<file path="src/rtl/port_out_fifo.sv">
// rtl/port_out_fifo.sv - CPU output-port FIFO drained over valid/ready; status port via PORT_FIFO_STATUS_EN
// PORT_FIFO_STATUS_EN: enables the status read at STATUS_PORT and read-to-clear of overflow.
module port_out_fifo #(
   parameter int WORD_SIZE   = 16,
   parameter int DEPTH       = 8,
   parameter int DATA_PORT   = 1,
   parameter int STATUS_PORT = 2
) (
   input  logic                 clk,
   input  logic                 rst_n,
   input  logic [WORD_SIZE-1:0] portaddr,
   input  logic [WORD_SIZE-1:0] portval,
   input  logic                 get_enable,
   input  logic                 set_enable,
   output logic [WORD_SIZE-1:0] portout,
   output logic                 busy,
   output logic                 overflow,
   output logic [WORD_SIZE-1:0] out_data,
   output logic                 out_valid,
   input  logic                 out_ready
);
   localparam int AW = $clog2(DEPTH);
   localparam logic [AW:0]          CNT_FULL    = (AW+1)'(DEPTH);
   localparam logic [AW:0]          CNT_ONE     = (AW+1)'(1);
   localparam logic [AW-1:0]        PTR_ONE     = AW'(1);
   localparam logic [WORD_SIZE-1:0] DATA_ADDR   = WORD_SIZE'(DATA_PORT);
   localparam logic [WORD_SIZE-1:0] STATUS_ADDR = WORD_SIZE'(STATUS_PORT);

   logic [WORD_SIZE-1:0] mem [DEPTH];
   logic [AW-1:0]        rd_ptr, wr_ptr;
   logic [AW:0]          count;
   logic                 full, empty, pop, wr_req, push, drop;

   assign full      = (count == CNT_FULL);
   assign empty     = (count == '0);
   assign busy      = full;
   assign out_valid = !empty;
   assign out_data  = mem[rd_ptr];

   // A pop in the same cycle frees the slot, so a write to a full FIFO is still accepted.
   assign pop    = out_valid && out_ready;
   assign wr_req = set_enable && !get_enable && (portaddr == DATA_ADDR);
   assign push   = wr_req && (!full || pop);
   assign drop   = wr_req && full && !pop;

   always_ff @(posedge clk) begin
      if (push) mem[wr_ptr] <= portval;
   end

   always_ff @(posedge clk or negedge rst_n) begin
      if (!rst_n) begin
         rd_ptr <= '0;
         wr_ptr <= '0;
         count  <= '0;
      end else begin
         if (push) wr_ptr <= wr_ptr + PTR_ONE;
         if (pop)  rd_ptr <= rd_ptr + PTR_ONE;
         case ({push, pop})
            2'b10:   count <= count + CNT_ONE;
            2'b01:   count <= count - CNT_ONE;
            default: count <= count;
         endcase
      end
   end

`ifdef PORT_FIFO_STATUS_EN
   logic                 status_rd;
   logic [WORD_SIZE-1:0] status_word;
   logic [WORD_SIZE-1:0] portout_q;

   assign status_rd = get_enable && (portaddr == STATUS_ADDR);

   always_comb begin
      status_word              = '0;
      status_word[AW:0]        = count;
      status_word[WORD_SIZE-1] = overflow;
      status_word[WORD_SIZE-2] = full;
      status_word[WORD_SIZE-3] = empty;
   end

   always_ff @(posedge clk or negedge rst_n) begin
      if (!rst_n) begin
         overflow  <= 1'b0;
         portout_q <= '0;
      end else begin
         if (drop)           overflow <= 1'b1;
         else if (status_rd) overflow <= 1'b0;
         if (get_enable) portout_q <= status_rd ? status_word : '0;
      end
   end

   assign portout = portout_q;
`else
   logic unused_status_addr;
   assign unused_status_addr = ^STATUS_ADDR;

   always_ff @(posedge clk or negedge rst_n) begin
      if (!rst_n)    overflow <= 1'b0;
      else if (drop) overflow <= 1'b1;
   end

   assign portout = '0;
`endif
endmodule

</file>
<file path="config.mk">
export PLATFORM = sky130hd
export DESIGN_NAME = port_out_fifo
export DESIGN_NICKNAME = d
export VERILOG_FILES = /design/src/rtl/port_out_fifo.sv
export SDC_FILE = /design/constraint.sdc
export NUM_CORES = 1
export LEC_CHECK = 0
export ABC_CLOCK_PERIOD_IN_PS = 3810
export BUFFER_PORTS_ARGS = -buffer_cell sky130_fd_sc_hd__buf_2
export CAP_MARGIN = 20
export CORE_UTILIZATION = 30
export DETAILED_ROUTE_END_ITERATION = 10
export GPL_ROUTABILITY_DRIVEN = 0
export SYNTH_ARGS = -nofsm -noshare
export SYNTH_HDL_FRONTEND = slang
export SYNTH_SLANG_ARGS = --single-unit
</file>
<file path="constraint.sdc">
create_clock -name clk -period 3.81 [get_ports clk]
set_input_delay 0.762 -clock clk [delete_from_list [all_inputs] [get_ports clk]]
set_output_delay 0.762 -clock clk [all_outputs]
set_load 0.01 [all_outputs]
</file>
Word level (Yosys, flattened, before mapping)
Memories as Yosys holds them, arrays and structs flattened.
Cells that the tools add are included.
Storage, ports and cells
  bits in registers: 11
  RAM bits: 128
  input port bits: 37
  output and inout port bits: 35
  memories: 1
Memory list
  mem: depth 8, bits a word 16, read ports 1, clocked after memory_dff 0, write ports 1, RTL line 29  | logic [WORD_SIZE-1:0] mem [DEPTH];
Cells by class
  add/sub/neg operators: 4
  equality and inequality tests: 4
  muxes and demuxes: 3
  reduce and logical (&&, ||, !) cells: 13
Operators by type and width (count)
  equality test 16 x 1 -> 1 bit (second input constant): 1
  one-hot mux 4 bit (2 select lines): 1
  adder 3 x 1 -> 3 bit (second input constant): 2
  logical AND 1 bit: 6
  adder 4 x 1 -> 4 bit (second input constant): 1
  equality test 4 bit (second input constant): 1
  logical NOT 1 bit: 4
  logical NOT 4 bit: 1
  subtractor 4 x 1 -> 4 bit (second input constant): 1
  equality test 2 x 1 -> 1 bit (second input constant): 1
  equality test 2 bit (second input constant): 1
  2-to-1 mux 1 bit: 2
  nonzero test 2 bit: 1
  logical OR 1 bit: 1

Longest topological paths before layout
Gate-level depths: netlist (run 1).
  depth in word-level cells: 7
  depth in mapped cells: 11
  gate-level depth less buffers: 10

Least setup slack after synthesis (run 1)
Ideal clock, no wire load.
  path kind: input port to flip-flop
  from: in portaddr[10]
  to: mem mem[0][0] (enable)
  data arrival time: 3.289 ns
  data required time: 3.380 ns
  slack: 0.091 ns
  stages on the path: 5
  path buffers: 1
  path through: nor4_1 > nand3_1 > or3_4 > buf_6 > nor4_1
On the way
  word-level cells in the longest chain between the ends: 5
RTL lines
  start, declared: RTL line 11  | input logic [WORD_SIZE-1:0] portaddr,
  equality test 16 x 1 -> 1 bit: RTL line 42  | assign wr_req = set_enable && !get_enable && (portaddr == DATA_ADDR);
  logical AND 1 bit: RTL line 42
  logical AND 1 bit: RTL line 43  | assign push = wr_req && (!full || pop);
  2-to-1 mux 1 bit: RTL line 47  | if (push) mem[wr_ptr] <= portval;
  2-to-1 mux 1 bit (implied by the code): RTL line 47
  end, declared: RTL line 29
Every way passes these cells.

Worst setup path in the final report (run 1)
  from: reg rd_ptr[0]
  to: out out_data[2]
On the way
  word-level cells in the longest chain between the ends: 1
RTL lines
  start, declared: RTL line 30  | logic [AW-1:0] rd_ptr, wr_ptr;
  start signal, assigned: RTL line 57  | if (pop) rd_ptr <= rd_ptr + PTR_ONE;
  memory read (8 x 16 bit)
  end, declared: RTL line 18  | output logic [WORD_SIZE-1:0] out_data,
Every way passes these cells.

==> results.cfg, run 1 <==
[status]
status = complete, no violations

[worst_setup_path]
path_class = flop to output port
crit_chain = buf_12, mux4_2, mux2_2, buf_2
startpoint = rd_ptr[0]
worst_r2r_startpoint = count[1]
start_kind = flop
crit_arrival_ps = 2310
endpoint_kind = output port
slowest_delay_ps = 660
cp.required_ps = 3050
critPathMaxFanout = 22
slowest_stage = dfrtp_2

[placement]
dp.final_hpwl_mm = 6.10
dpl_worst_slack_ps = 677
io_buffers = 55
dpl.cell_count = 551
placed_area_mm2 = 0.00624

[detailed_routing]
first_pass_iters = 6
ant_nets = 0
vias_per_cell = 4.64
wl_per_cell_um = 17.5
drc = 0
wirelength_mm = 10.2
dr_total_vias = 2705
drt_iter0_drc = 129

[synthesis]
ys_ff_latch = 139
netlist.area_leader.share_pct = 67.9
yosysWarnings = 0
yosys.area.top_type = edfxtp_1
synth_commonest_cells = edfxtp_1 (128), mux4_2 (32), mux2_2 (19), buf_4 (16), dfrtp_1 (11)
ys.flop_type = edfxtp_1
synth_edf_count = 128
yosysMostFrequentCell = edfxtp_1
synth_area_mm2 = 0.00566
netlist_instances = 270
ys_top_cells_by_area = edfxtp_1 (68%), mux4_2 (13%), dfrtp_1 (4.9%), mux2_2 (3.8%), buf_4 (2.1%)
synth_cell_types = 32
synthArstFlopShare_pct = 7.91
ys_seq_area_share_pct = 72.8
avgSynthCellArea_um2 = 21.0

[pwr]
power_mw = 4.61
cellPowerDensity_mw_per_mm2 = 671
p_leak_nw = 2.32
peakVddDrop_mv = 0.272

[flow_run]
drv_cap = 0

[final_layout]
antenna_cells = 0
multi_input_area_mm2 = 0.00144
stdcell_count = 583
layout-drive-gt1-share_pct = 44.6
final_core_util_pct = 37.7
postLayoutCellArea_mm2 = 0.00686
syn_to_final_growth_pct = 21.3
nFillCells = 1655
layout.nets = 383
layout.area.seq_mm2 = 0.00412

[die]
die-area_mm2 = 0.0194
die_y_um = 139
ios = 72
die_w_um = 139
rows = 49
initial_core_util_pct = 31.1
core_mm2 = 0.0182

[timing]
rsz0062_at_grt = no
period_share_pct = 80.6
tns_ps = 0
holdWs_ps = 217
finalWorstSetupSlack_ps = 737
fmax_mhz = 325
tightest_slew_ps = 968
fin_crit_ps = 3070
clock_skew_ps = 7.68
report.final.slew_viol_count = 0
hold_viol = 0
finalSetupViolations = 0
maxSlewHeadroom_pct = 35.4

[hold_path]
hold_class = input pin to async pin

[cts]
htreeDepth = 4
ctsHoldBuffers = 0
clockRootBuffer = clkbuf_16
cts_made_buffers = 17
clock_path_buffers = 2
ctsResizeCount = 0
worstSkewPairLatency_ps = 410
clk_pin_slew_ps = 60
tritoncts = done
clock-sinks = 139
post_cts_buffers = 0

[grt]
antenna_found_initial = 1
grt_first_pass_wirelength_mm = 15.9
grt_max_degree = 23
grt_overflow = 0
grt_pass1_vias = 2927
grt_usage_pct = 11.3
-- registers in the layout (all words and copies together) (netlist names) --
register  cells
wr_ptr        3
count         4
rd_ptr        3
mem         128
overflow      1
-- path summary, 6_finish.rpt --
kind,slack [ps],to,cells after the start
worst max register to register,1060,count[2],10
worst min register to register,450,overflow,1
min in group clk,450,overflow,1
worst min-delay path,220,count[1],1
worst max-delay path,740,out_data[2],4
max in group asynchronous,3350,rd_ptr[0],1
-- worst max-delay path: cells and delay by family, from the launching register on --
kind                   cells  cell delay [ps]
DFF                        1              660
muxes                      2              810
buffers and inverters      2              420
-- power by group --
part | internal (mW) | switching [mW] | leakage (nW)
clock network | 1.10 | 0.606 | 0.291
registers | 1.71 | 0.157 | 1.28
logic | 0.617 | 0.425 | 0.748
-- placed cells by master, fill, tap and decap left out, types with 3 or more instances in the layout --
master | Yosys | routed
dfrtp_1 | 11 | 10
inv_6 | 0 | 3
xnor2_1 | 6 | 6
buf_4 | 16 | 8
clkbuf_16 | 0 | 17
conb_1 | 1 | 16
nor4b_4 | 2 | 4
nand3_1 | 3 | 3
clkinvlp_4 | 0 | 4
mux4_2 | 32 | 32
buf_2 | 4 | 55
nor4_2 | 1 | 3
xor2_1 | 3 | 3
inv_1 | 4 | 4
nor4_1 | 6 | 4
edfxtp_1 | 128 | 128
ha_1 | 5 | 5
mux2_2 | 19 | 19
bufinv_16 | 0 | 4
-- per-layer routing --
metal / GRT usage [%] / wire length [um]
met1: 13.3 / 4300
met2: 19.5 / 5380
met3: 3.27 / 383
met4: 4.56 / 127
met5: 0 / 0
-- kinds of logic (layout without fill, tap and decap cells) --
kind of cell / Yosys count / after routing / synth area share, %
other cells: 1 / 16 / 0.0663
mux: 51 / 51 / 16.5
simple gates: 30 / 30 / 4.36
flops: 139 / 139 / 72.8
fa+ha+maj: 5 / 5 / 1.11
buf+inv: 32 / 101 / 3.40
xor+xnor: 9 / 9 / 1.39
compound gates: 3 / 3 / 0.376
-- cell type report --
class,instances,share of cell area (%)
Tap cell,229,4.17
Multi-Input combinational cell,114,21.0
Sequential cell,139,60.0
Clock buffer,18,6.25
Timing Repair Buffer,65,5.47
Inverter,4,0.219
Clock inverter,14,2.83
No activity file was read; power rests on OpenSTA's default activity.
==> run 2, diff against run 1 <==
ABC_CLOCK_PERIOD_IN_PS = 2450   (was 3810)
clock period = 2.45 ns   (was 3.81 ns; I/O delays follow)
==> run 2 against run 1 <==
The flow now finishes with violations (setup timing). Critical path depth rose by 1. Worst hold slack better by 130 ps. Clock skew grew 3.6 ps. Global-route usage is 0.73 points higher. Total power is 66% higher. First-iteration DRC count grew 34%. Routed wire length is 6.9% higher. Sequential power grew 47%. Core utilization increased by 2.4 points. Register-to-register slack worse by 930 ps. Non-clock buffer count is 28 higher.
==> results.cfg, run 2 (same netlist as run 1, synthesis figures left out) <==
[cts]
tritoncts = done
clock-sinks = 139
cts_made_buffers = 17
htreeDepth = 4
worstSkewPairLatency_ps = 420
clk_pin_slew_ps = 60
clock_path_buffers = 2
clockRootBuffer = clkbuf_16

[detailed_routing]
dr_total_vias = 2789
drc = 0
vias_per_cell = 4.56
wl_per_cell_um = 17.8
first_pass_iters = 4
drt_iter0_drc = 173
ant_nets = 0
wirelength_mm = 10.9

[die]
ios = 72
core_mm2 = 0.0182
die_y_um = 139
die-area_mm2 = 0.0194
initial_core_util_pct = 31.1
die_w_um = 139
rows = 49

[grt]
grt_pass1_vias = 3062
grt_first_pass_wirelength_mm = 16.7
grt_overflow = 0
grt_usage_pct = 12.1
antenna_found_initial = 1
grt_max_degree = 33

[final_layout]
regMostFlops = mem
layout_common_cells = edfxtp_1 (128), buf_2 (43), mux4_2 (32), buf_4 (25), clkbuf_16 (19)
final_core_util_pct = 40.1
postLayoutCellArea_mm2 = 0.00731
layout-drive-gt1-share_pct = 49.7
multi_input_area_mm2 = 0.00154
syn_to_final_growth_pct = 29.1
stdcell_count = 611
antenna_cells = 0
layout_commonest_cell = edfxtp_1
layout.area.seq_mm2 = 0.00412
nFillCells = 1595
layout.nets = 411
largest_reg_flops = 128
top_regs = mem: 128 flops, count: 4 flops

[worst_setup_path]
start_kind = flop
endpoint_kind = output port
crit_arrival_ps = 2050
path_class = flop to output port
cp.required_ps = 1960
critPathMaxFanout = 5

[pwr]
cellPowerDensity_mw_per_mm2 = 1040
peakVddDrop_mv = 0.536
p_leak_nw = 2.56
power_mw = 7.63

[timing]
maxSlewHeadroom_pct = 63.9
fin_crit_ps = 2540
tightest_slew_ps = 542
hold_viol = 0
rsz0062_at_grt = yes
finalSetupViolations = 16
finalWorstSetupSlack_ps = -88.6
period_share_pct = 104
fmax_mhz = 394
report.final.slew_viol_count = 0
clock_skew_ps = 11.3

[hold_path]
hold_class = input pin to flop

[status]
status = finished with violations
violations = setup timing

[placement]
dpl_worst_slack_ps = -139
placed_area_mm2 = 0.00645
dp.final_hpwl_mm = 6.85
dpl.cell_count = 569
io_buffers = 55

[flow_run]
drv_cap = 0
-- run 2: cell type report --
| class | instances | share of cell area (%) |
|---|---|---|
| Inverter | 4 | 0.205 |
| Clock buffer | 18 | 5.87 |
| Clock inverter | 14 | 1.66 |
| Timing Repair Buffer | 93 | 11.0 |
| Tap cell | 229 | 3.92 |
| Sequential cell | 139 | 56.4 |
| Multi-Input combinational cell | 114 | 21.0 |
-- run 2: metrics by stage --
| step | TNS, ps | hold slack, ps |
|---|---|---|
| after floorplan | -15940 | 194 |
| after global placement | -433 | 380 |
| after detailed placement | -2200 | 382 |
| after CTS | -1840 | 327 |
| after global routing | -2470 | 331 |
| final | -1070 | 344 |
-- run 2: worst max-delay path: stages, from the launching register on --
cell     delay (ps)
dfrtp_2         440
buf_4           160
buf_16          120
mux4_2          500
mux2_2          290
buf_2           140
-- run 2: power breakdown --
group	switching (mW)	internal [mW]
clock	0.950	1.39
combinational	0.982	1.57
sequential	0.0862	2.66
-- run 2: repair_timing --
item                       CTS  global route
hold endpoints to repair    11             0
pin swaps                    0             0
hold buffers                 1             0
setup endpoints to repair   16            18
setup buffers                3             3
resized for setup           29             7
gates cloned                 2             2
-- run 2: final timing paths --
kind / startpoint / slack, ps / cells past startpoint / end
worst max-delay path: rd_ptr[0] / -90 / 5 / out_data[9]
worst min-delay path: portval[12] / 340 / 1 / mem[6][12]
worst max register to register: count[1] / 130 / 9 / count[3]
worst min register to register: overflow / 470 / 1 / overflow
max in group asynchronous: rst_n / 1730 / 2 / rd_ptr[0]
min in group asynchronous: rst_n / 480 / 2 / overflow
-- run 2: per-layer routing --
layer  global-route usage, %  routed length [um]  up-vias
met5                       0                  13        -
met3                    4.30                 461       12
met2                    20.8                5610       71
met1                    13.7                4670     1430
met4                    4.68                 142        2
li1                        -                   -     1274
==> run 3, diff against run 2 <==
ABC_CLOCK_PERIOD_IN_PS = 3100   (was 2450)
clock period = 3.1 ns   (was 2.45 ns; I/O delays follow)
==> run 3 against run 2 <==
The run now ends clean. Die area stayed put. First-iteration DRC count is 41% lower. Critical path depth shrank 1. Final cell count is 3.8% lower. Flip-flop and latch count did not move. Routed wire length down 4.8%. Largest power group unchanged. Sequential power fell by 18%. Clock power down 20%. Global-route usage fell by 0.58 points. Non-clock buffer count decreased by 21. Cell area fell by 5.9%. Combinational power down 47%.
==> results.cfg, run 3 (same netlist as run 1, synthesis figures left out) <==
[grt]
grt_overflow = 0
grt_usage_pct = 11.5
grt_pass1_vias = 2868
grt_first_pass_wirelength_mm = 16.3
grt_max_degree = 23
antenna_found_initial = 1

[cts]
cts_made_buffers = 17
clock_path_buffers = 2
tritoncts = done
clockRootBuffer = clkbuf_16
post_cts_buffers = 0
worstSkewPairLatency_ps = 410
ctsHoldBuffers = 0
ctsResizeCount = 0
clk_pin_slew_ps = 60
clock-sinks = 139
htreeDepth = 4

[die]
core_mm2 = 0.0182
rows = 49
die-area_mm2 = 0.0194
die_w_um = 139
die_y_um = 139
ios = 72
initial_core_util_pct = 31.1

[placement]
dpl_worst_slack_ps = 247
dp.final_hpwl_mm = 6.54
io_buffers = 55

[timing]
report.final.slew_viol_count = 0
fmax_mhz = 345
period_share_pct = 93.4
clock_skew_ps = 4.97
maxSlewHeadroom_pct = 56.5
tightest_slew_ps = 652
hold_viol = 0
fin_crit_ps = 2900
finalSetupViolations = 0
rsz0062_at_grt = no
finalWorstSetupSlack_ps = 204

[detailed_routing]
dr_total_vias = 2718
wl_per_cell_um = 17.6
ant_nets = 0
vias_per_cell = 4.62
first_pass_iters = 4
wirelength_mm = 10.4
drt_iter0_drc = 102
drc = 0

[worst_setup_path]
r2r_cells = 10
path_class = flop to output port
regToRegSetupSlack_ps = 530
crit_arrival_ps = 2280
endpoint_kind = output port
r2r_end = count[2]
cp.required_ps = 2480
worst_r2r_startpoint = count[1]
critPathMaxFanout = 13
start_kind = flop

[final_layout]
layout.nets = 390
top_regs = mem: 128 flops, count: 4 flops
largest_reg_flops = 128
final_core_util_pct = 37.8
layout.area.seq_mm2 = 0.00412
multi_input_area_mm2 = 0.00144
layout_common_cells = edfxtp_1 (128), buf_2 (55), mux4_2 (32), mux2_2 (19), clkbuf_16 (17)
regMostFlops = mem
layout-drive-gt1-share_pct = 45.3
layout_commonest_cell = edfxtp_1
syn_to_final_growth_pct = 21.5
nFillCells = 1635

[pwr]
power_mw = 5.50
peakVddDrop_mv = 0.341
p_leak_nw = 2.34
cellPowerDensity_mw_per_mm2 = 801

[hold_path]
hold_class = input pin to async pin

[flow_run]
drv_cap = 0

[status]
status = complete, no violations
## run 3: layer usage
layer | up-vias | GRT usage (%) | wire, um
met5 | - | 0 | 0
met4 | 0 | 5.44 | 167
met3 | 13 | 2.82 | 341
met2 | 62 | 19.1 | 5430
met1 | 1411 | 14.1 | 4430
li1 | 1232 | - | -
## run 3: how the worst max path moves through the flow
stage / slack, ps / end / startpoint
floorplan: -480 / mem[0][0] / portaddr[10]
global placement: 310 / count[2] / portaddr[2]
detailed placement: 250 / count[2] / portaddr[2]
CTS: 150 / out_data[9] / rd_ptr[0]
global route: 80 / out_data[9] / rd_ptr[0]
finish: 200 / out_data[9] / rd_ptr[0]
## run 3: area by class of cell
cell class                 instances  area share, %
clock buffer                      17           6.19
inverter                           4          0.218
timing repair buffer              72           6.59
multi-input combinational        114           21.0
clock inverter                    12           1.86
sequential                       139           59.9
antenna                            1         0.0364
tap                              229           4.17
## run 3: metrics by stage
step	setup TNS, ps	hold slack, ps	area [um2]	instances
2_1_floorplan	-16970	324	5720	285
4_1_cts	0	68.6	6870	587
6_report	0	73.1	6870	588
3_5_place_dp	0	448	6320	558
3_3_place_gp	0	448	6320	558
5_1_grt	0	82.3	6870	587
## run 3: power by group
group          switching [mW]  total (mW)  internal, mW  leakage [nW]
Combinational           0.572        1.36         0.790         0.791
Sequential              0.163        2.26          2.10          1.28
Clock                   0.717        1.88          1.16         0.266
## run 3: worst max-delay path, stage by stage, from the launching register on
cell     delay, ps
dfrtp_2        660
buf_12         240
mux4_2         530
mux2_2         290
buf_2          140
